**config.mk**
```make
export PLATFORM = sky130hd
export DESIGN_NAME = apb3_requester_arbiter
export DESIGN_NICKNAME = d
export VERILOG_FILES = /design/src/rtl/apb3_requester_arbiter.sv
export SDC_FILE = /design/constraint.sdc
export NUM_CORES = 1
export LEC_CHECK = 0
export BUFFER_PORTS_ARGS = -buffer_cell sky130_fd_sc_hd__buf_2
export CAP_MARGIN = 15
export CORE_AREA = 2 2 161 163
export CTS_CLUSTER_SIZE = 30
export DETAILED_ROUTE_END_ITERATION = 16
export DIE_AREA = 0 0 163 165
export GPL_TIMING_DRIVEN = 0
export PLACE_DENSITY = 0.44
export SETUP_SLACK_MARGIN = 0.3
export SYNTH_ARGS = -nofsm -noshare
export SYNTH_HDL_FRONTEND = slang
export SYNTH_SLANG_ARGS = --single-unit
```
**constraint.sdc**
```tcl
create_clock -name PCLK -period 2.7 [get_ports PCLK]
set_clock_uncertainty 0.2 [all_clocks]
set_input_delay 0.135 -clock PCLK [delete_from_list [all_inputs] [get_ports PCLK]]
set_output_delay 0.135 -clock PCLK [all_outputs]
set_load 0.02 [all_outputs]
```
**src/rtl/apb3_requester_arbiter.sv**
```systemverilog
// apb3_requester_arbiter: round-robin sharing of one APB3 completer by NUM_REQ requesters.
// Optional: define APB_ARB_TIMEOUT_EN to abort ACCESS phases longer than TIMEOUT_CYCLES.
module apb3_requester_arbiter #(
   parameter int NUM_REQ        = 4,
   parameter int ADDR_WIDTH     = 32,
   parameter int DATA_WIDTH     = 32,
   parameter int TIMEOUT_CYCLES = 16
) (
   input  logic                          PCLK,
   input  logic                          PRESET,
   input  logic [NUM_REQ-1:0]            req_valid,
   input  logic [NUM_REQ-1:0]            req_write,
   input  logic [NUM_REQ*ADDR_WIDTH-1:0] req_addr,
   input  logic [NUM_REQ*DATA_WIDTH-1:0] req_wdata,
   output logic [NUM_REQ-1:0]            req_ready,
   output logic [NUM_REQ-1:0]            rsp_valid,
   output logic [DATA_WIDTH-1:0]         rsp_rdata,
   output logic                          rsp_err,
   output logic [ADDR_WIDTH-1:0]         PADDR,
   output logic                          PSEL,
   output logic                          PENABLE,
   output logic                          PWRITE,
   output logic [DATA_WIDTH-1:0]         PWDATA,
   input  logic [DATA_WIDTH-1:0]         PRDATA,
   input  logic                          PREADY,
   input  logic                          PSLVERR,
   output logic                          busy
);

   localparam int GW = (NUM_REQ > 1) ? $clog2(NUM_REQ) : 1;

   typedef enum logic [1:0] {
      S_IDLE,
      S_SETUP,
      S_ACCESS
   } state_e;

   state_e                 state_q, state_d;
   logic [GW-1:0]          last_q, last_d;
   logic [GW-1:0]          gnt_q, gnt_d;
   logic                   psel_q, psel_d;
   logic                   penable_q, penable_d;
   logic                   pwrite_q, pwrite_d;
   logic [ADDR_WIDTH-1:0]  paddr_q, paddr_d;
   logic [DATA_WIDTH-1:0]  pwdata_q, pwdata_d;
   logic [NUM_REQ-1:0]     ready_q, ready_d;
   logic [NUM_REQ-1:0]     rsp_valid_q, rsp_valid_d;
   logic [DATA_WIDTH-1:0]  rsp_rdata_q, rsp_rdata_d;
   logic                   rsp_err_q, rsp_err_d;

`ifdef APB_ARB_TIMEOUT_EN
   localparam logic [7:0] TO_LIM = 8'(TIMEOUT_CYCLES);
   logic [7:0]             cnt_q, cnt_d;
`endif

   logic                   found;
   logic [GW-1:0]          win;
   logic                   sel_write;
   logic [ADDR_WIDTH-1:0]  sel_addr;
   logic [DATA_WIDTH-1:0]  sel_wdata;

   // Search starts one past the last winner so every requester gets a turn.
   always_comb begin
      int idx;
      found     = 1'b0;
      win       = '0;
      idx       = 0;
      sel_write = 1'b0;
      sel_addr  = '0;
      sel_wdata = '0;
      for (int k = 1; k <= NUM_REQ; k++) begin
         idx = (int'(last_q) + k) % NUM_REQ;
         if (!found && req_valid[GW'(idx)]) begin
            found = 1'b1;
            win   = GW'(idx);
         end
      end
      for (int i = 0; i < NUM_REQ; i++) begin
         if (GW'(i) == win) begin
            sel_write = req_write[i];
            sel_addr  = req_addr[i*ADDR_WIDTH +: ADDR_WIDTH];
            sel_wdata = req_wdata[i*DATA_WIDTH +: DATA_WIDTH];
         end
      end
   end

   always_comb begin
      state_d     = state_q;
      last_d      = last_q;
      gnt_d       = gnt_q;
      psel_d      = psel_q;
      penable_d   = penable_q;
      pwrite_d    = pwrite_q;
      paddr_d     = paddr_q;
      pwdata_d    = pwdata_q;
      ready_d     = '0;
      rsp_valid_d = '0;
      rsp_rdata_d = '0;
      rsp_err_d   = 1'b0;
`ifdef APB_ARB_TIMEOUT_EN
      cnt_d       = cnt_q;
`endif
      unique case (state_q)
         S_IDLE: begin
            psel_d    = 1'b0;
            penable_d = 1'b0;
            if (found) begin
               state_d      = S_SETUP;
               last_d       = win;
               gnt_d        = win;
               psel_d       = 1'b1;
               pwrite_d     = sel_write;
               paddr_d      = sel_addr;
               pwdata_d     = sel_wdata;
               ready_d[win] = 1'b1;
`ifdef APB_ARB_TIMEOUT_EN
               cnt_d        = '0;
`endif
            end
         end
         S_SETUP: begin
            penable_d = 1'b1;
            state_d   = S_ACCESS;
         end
         S_ACCESS: begin
            if (PREADY) begin
               state_d            = S_IDLE;
               psel_d             = 1'b0;
               penable_d          = 1'b0;
               rsp_valid_d[gnt_q] = 1'b1;
               rsp_rdata_d        = pwrite_q ? '0 : PRDATA;
               rsp_err_d          = PSLVERR;
            end
`ifdef APB_ARB_TIMEOUT_EN
            else if (cnt_q + 8'd1 == TO_LIM) begin
               state_d            = S_IDLE;
               psel_d             = 1'b0;
               penable_d          = 1'b0;
               rsp_valid_d[gnt_q] = 1'b1;
               rsp_err_d          = 1'b1;
            end else begin
               cnt_d = cnt_q + 8'd1;
            end
`endif
         end
         default: begin
            state_d   = S_IDLE;
            psel_d    = 1'b0;
            penable_d = 1'b0;
         end
      endcase
   end

   always_ff @(posedge PCLK) begin
      if (PRESET) begin
         state_q     <= S_IDLE;
         last_q      <= GW'(NUM_REQ - 1);
         gnt_q       <= '0;
         psel_q      <= 1'b0;
         penable_q   <= 1'b0;
         pwrite_q    <= 1'b0;
         paddr_q     <= '0;
         pwdata_q    <= '0;
         ready_q     <= '0;
         rsp_valid_q <= '0;
         rsp_rdata_q <= '0;
         rsp_err_q   <= 1'b0;
`ifdef APB_ARB_TIMEOUT_EN
         cnt_q       <= '0;
`endif
      end else begin
         state_q     <= state_d;
         last_q      <= last_d;
         gnt_q       <= gnt_d;
         psel_q      <= psel_d;
         penable_q   <= penable_d;
         pwrite_q    <= pwrite_d;
         paddr_q     <= paddr_d;
         pwdata_q    <= pwdata_d;
         ready_q     <= ready_d;
         rsp_valid_q <= rsp_valid_d;
         rsp_rdata_q <= rsp_rdata_d;
         rsp_err_q   <= rsp_err_d;
`ifdef APB_ARB_TIMEOUT_EN
         cnt_q       <= cnt_d;
`endif
      end
   end

   assign req_ready = ready_q;
   assign rsp_valid = rsp_valid_q;
   assign rsp_rdata = rsp_rdata_q;
   assign rsp_err   = rsp_err_q;
   assign PSEL      = psel_q;
   assign PENABLE   = penable_q;
   assign PWRITE    = pwrite_q;
   assign PADDR     = paddr_q;
   assign PWDATA    = pwdata_q;
   assign busy      = (state_q != S_IDLE);

endmodule

```
==> results.py <==
metrics = {
    "synth": {
        "async_reset_ff_share_pct": 0,
        "yosys.cell_types.count": 42,
        "ys_warn_count": 0,
        "synthCells": 642,
        "synth-seq-cells": 114,
        "syn_nets": 942,
        "syn-cell-area_mm2": 0.005161,
        "synth-edff-count": 0,
        "synth_seq_area_share_pct": 44.22,
        "synth_flop_cell": "dfxtp_1",
        "synth_area_per_cell_um2": 8.039,
    },
    "detailed_routing": {
        "drt-pass1-iter-count": 5,
        "drtAntennaViolNets": 0,
        "detail_route.iter0.violations": 384,
        "via_per_inst": 4.425,
        "wl_per_cell_um": 17.31,
        "route.vias.total": 7554,
        "route.detailed.drc": 0,
        "wirelength_um": 29550,
    },
    "clock_tree": {
        "cts_buffer_depth": 2,
        "path_clk_slew_ps": 70,
        "htree_levels": 4,
        "cts_tree": "built",
        "insertion_delay_ps": 410,
        "clock-sinks": 114,
        "clockRootBuffer": "clkbuf_16",
        "cts_made_buffers": 17,
    },
    "layout": {
        "syn_to_final_growth_pct": 117.7,
        "finalCoreUtilization_pct": 44.88,
        "fin_nets": 1663,
        "multi_input_area_mm2": 0.002640,
        "seqCellArea_mm2": 0.002283,
        "drive_gt1_share_pct": 36.48,
        "finalInstanceArea_mm2": 0.01124,
        "fill_cells": 2473,
    },
    "sta": {
        "setup_viol_count_final": 0,
        "report.final.slew_viol_count": 0,
        "min_period_ps": 2326,
        "worstMarginPinSlew_ps": 635.1,
        "max_slew_margin_pct": 57.66,
        "rsz0062_at_grt": "false",
        "hold_violations": 0,
        "fin_crit_sh_pct": 86.16,
        "max_clock_freq_mhz": 429.8,
    },
    "die": {
        "die_w_um": 163,
        "die_h_um": 165,
        "start_util_pct": 20.61,
        "core_mm2": 0.02504,
        "rows": 58,
        "num_io_pins": 409,
        "fp.dieArea_mm2": 0.02690,
    },
    "global_routing": {
        "grtUsageTotal_pct": 21.06,
        "use_met2_pct": 38.37,
        "grt_use_met1_pct": 23.96,
        "grt_pass1_vias": 7981,
        "busiest_layer": "met2",
        "grt-ovfl-total": 0,
        "antenna_found_initial": 0,
        "grt_pass1_wl_um": 43030,
        "grt_max_degree": 17,
        "met3_usage_pct": 4.972,
    },
    "placed_design": {
        "hpwl_um": 21110,
        "port_buffers": 408,
        "placed_area_mm2": 0.007616,
        "place.gp.congestion": 0.8589,
    },
    "run": {
        "drv_cap": 0,
    },
    "worst_setup_path": {
        "start_kind": "flip-flop",
        "crit_type": "flip-flop to flip-flop",
        "reg2reg_slack_ps": 370,
        "cp.arrival_ps": 2400,
        "required_ps": 2780,
        "crit_path_end_kind": "flip-flop",
        "path_max_fanout": 7,
    },
    "worst_hold_path": {
        "hp-class": "input port to flip-flop",
    },
    "power_and_ir_drop": {
        "power_density_mw_per_mm2": 573.3,
        "peakVddDrop_mv": 0.3613,
        "leakage_nw": 5.446,
    },
    "outcome": {
        "outcome": "complete, no violations",
    },
}
-- path summary, 6_finish.rpt --
| path | endpoint | depth (start not counted) | from |
|---|---|---|---|
| worst max-delay path | PADDR[9] | 6 | last_q[0] |
| worst min-delay path | PADDR[8] | 4 | req_addr[8] |
| worst max register to register | PADDR[9] | 6 | last_q[0] |
| worst min register to register | PWDATA[22] | 2 | PWDATA[22] |
-- critical path, stage by stage, from the launching register on --
cell and delay [ps]:
dfxtp_2 360, nand2b_2 230, a311oi_4 330, buf_4 210, mux2_2 330, a222oi_1 390
a211oi_1 130
-- cells in the final DEF (no fill, tap or decap), types with 3 or more instances in the layout --
| cell type | count |
|---|---|
| nand2_1 | 180 |
| clkbuf_2 | 13 |
| and2_1 | 33 |
| nand2b_1 | 6 |
| nor3_1 | 3 |
| dfxtp_1 | 113 |
| nor2_1 | 20 |
| inv_6 | 6 |
| mux2_2 | 4 |
| and3_1 | 62 |
| buf_4 | 12 |
| o21ai_0 | 3 |
| a21oi_1 | 6 |
| a211oi_1 | 9 |
| o221ai_1 | 57 |
| a222oi_1 | 6 |
| clkbuf_16 | 17 |
| inv_1 | 3 |
| clkbuf_1 | 15 |
| o21ai_1 | 57 |
| buf_2 | 421 |
| inv_8 | 3 |
| clkbuf_4 | 6 |
| dlygate4sd3_1 | 284 |
| or2_1 | 3 |
-- timing repair --
action | CTS | global route
setup buffers | 8 | 2
hold buffers | 284 | 0
resized for setup | 14 | 22
pin swaps | 3 | 0
endpoints found under the setup margin | 69 | 54
hold endpoints to repair | 105 | 0
-- registers in the layout, summed over array words and instances, names as in the netlist --
register and flops:
PENABLE 1, req_ready 4, PWRITE 1, gnt_q 2, state_q 2, last_q 2, rsp_rdata 32, PADDR 32
PSEL 1, PWDATA 32, rsp_err 1, rsp_valid 4
-- area by class of cell --
type,instances,area share (%)
repair buffers,702,44.36
multi-input cells,471,23.49
flip-flops and latches,114,20.32
clock buffers,17,3.786
well taps,330,3.674
plain buffers,53,2.528
clock inverters,15,1.670
inverters,4,0.1448
diodes,1,0.02227
-- per-stage QoR --
| stage | hold slack, ps | cells | total power (W) | setup slack [ps] | TNS (ps) |
|---|---|---|---|---|---|
| after floorplan | 23.84 | 642 | 0.002927 | 568.2 | 0 |
| after global placement | 134.0 | 1380 | 0.003690 | -408.4 | -7864 |
| after detailed placement | 138.0 | 1380 | 0.003693 | -335.7 | -4422 |
| after CTS | 35.14 | 1704 | 0.006496 | 305.5 | 0 |
| after global routing | 65.77 | 1706 | 0.006793 | 302.7 | 0 |
| final | 56.55 | 1707 | 0.006442 | 373.6 | 0 |
-- layer usage --
layer | vias to the layer above | share of wire, % | wire length [um]
li1 | 3715 | - | -
met1 | 3454 | 41 | 12150
met2 | 334 | 50 | 14880
met3 | 51 | 5.9 | 1747
met4 | 0 | 2.6 | 767
met5 | - | 0 | 0
-- logic make-up after synthesis --
kind of cell / after synthesis / share of synthesized area, %
simple gates: 318 / 29.26
compound gates: 147 / 20.32
buf+inv: 57 / 4.897
mux: 6 / 1.309
flops: 114 / 44.22
-- synth_stat cells (2+ instances only) --
master    number  share of area, %
a211oi_1       9               1.3
a21oi_1        6              0.58
a222oi_1       6               1.2
and2_1        33               4.0
and3_1        62               7.5
buf_2         22               2.1
clkbuf_1      28               2.0
dfxtp_1      114                44
inv_1          3              0.22
mux2_1         2              0.44
mux2_2         4              0.87
nand2_1      180                13
nand2b_1       6              0.73
nor2_1        20               1.5
nor3_1         3              0.29
o21ai_0        3              0.29
o21ai_1       57               5.5
o221ai_1      57               9.7
or2_1          3              0.36
or2_2          2              0.24
-- power by group --
| part | leakage, nW | total, W | internal (W) | switching, W |
|---|---|---|---|---|
| clock | 0.298 | 0.00238 | 0.00141 | 0.000977 |
| sequential | 0.936 | 0.00199 | 0.00188 | 0.000105 |
| combinational | 4.21 | 0.00207 | 0.000957 | 0.00112 |
| total | 5.45 | 0.00644 | 0.00424 | 0.00220 |
Power figures use the tool's default switching activity.
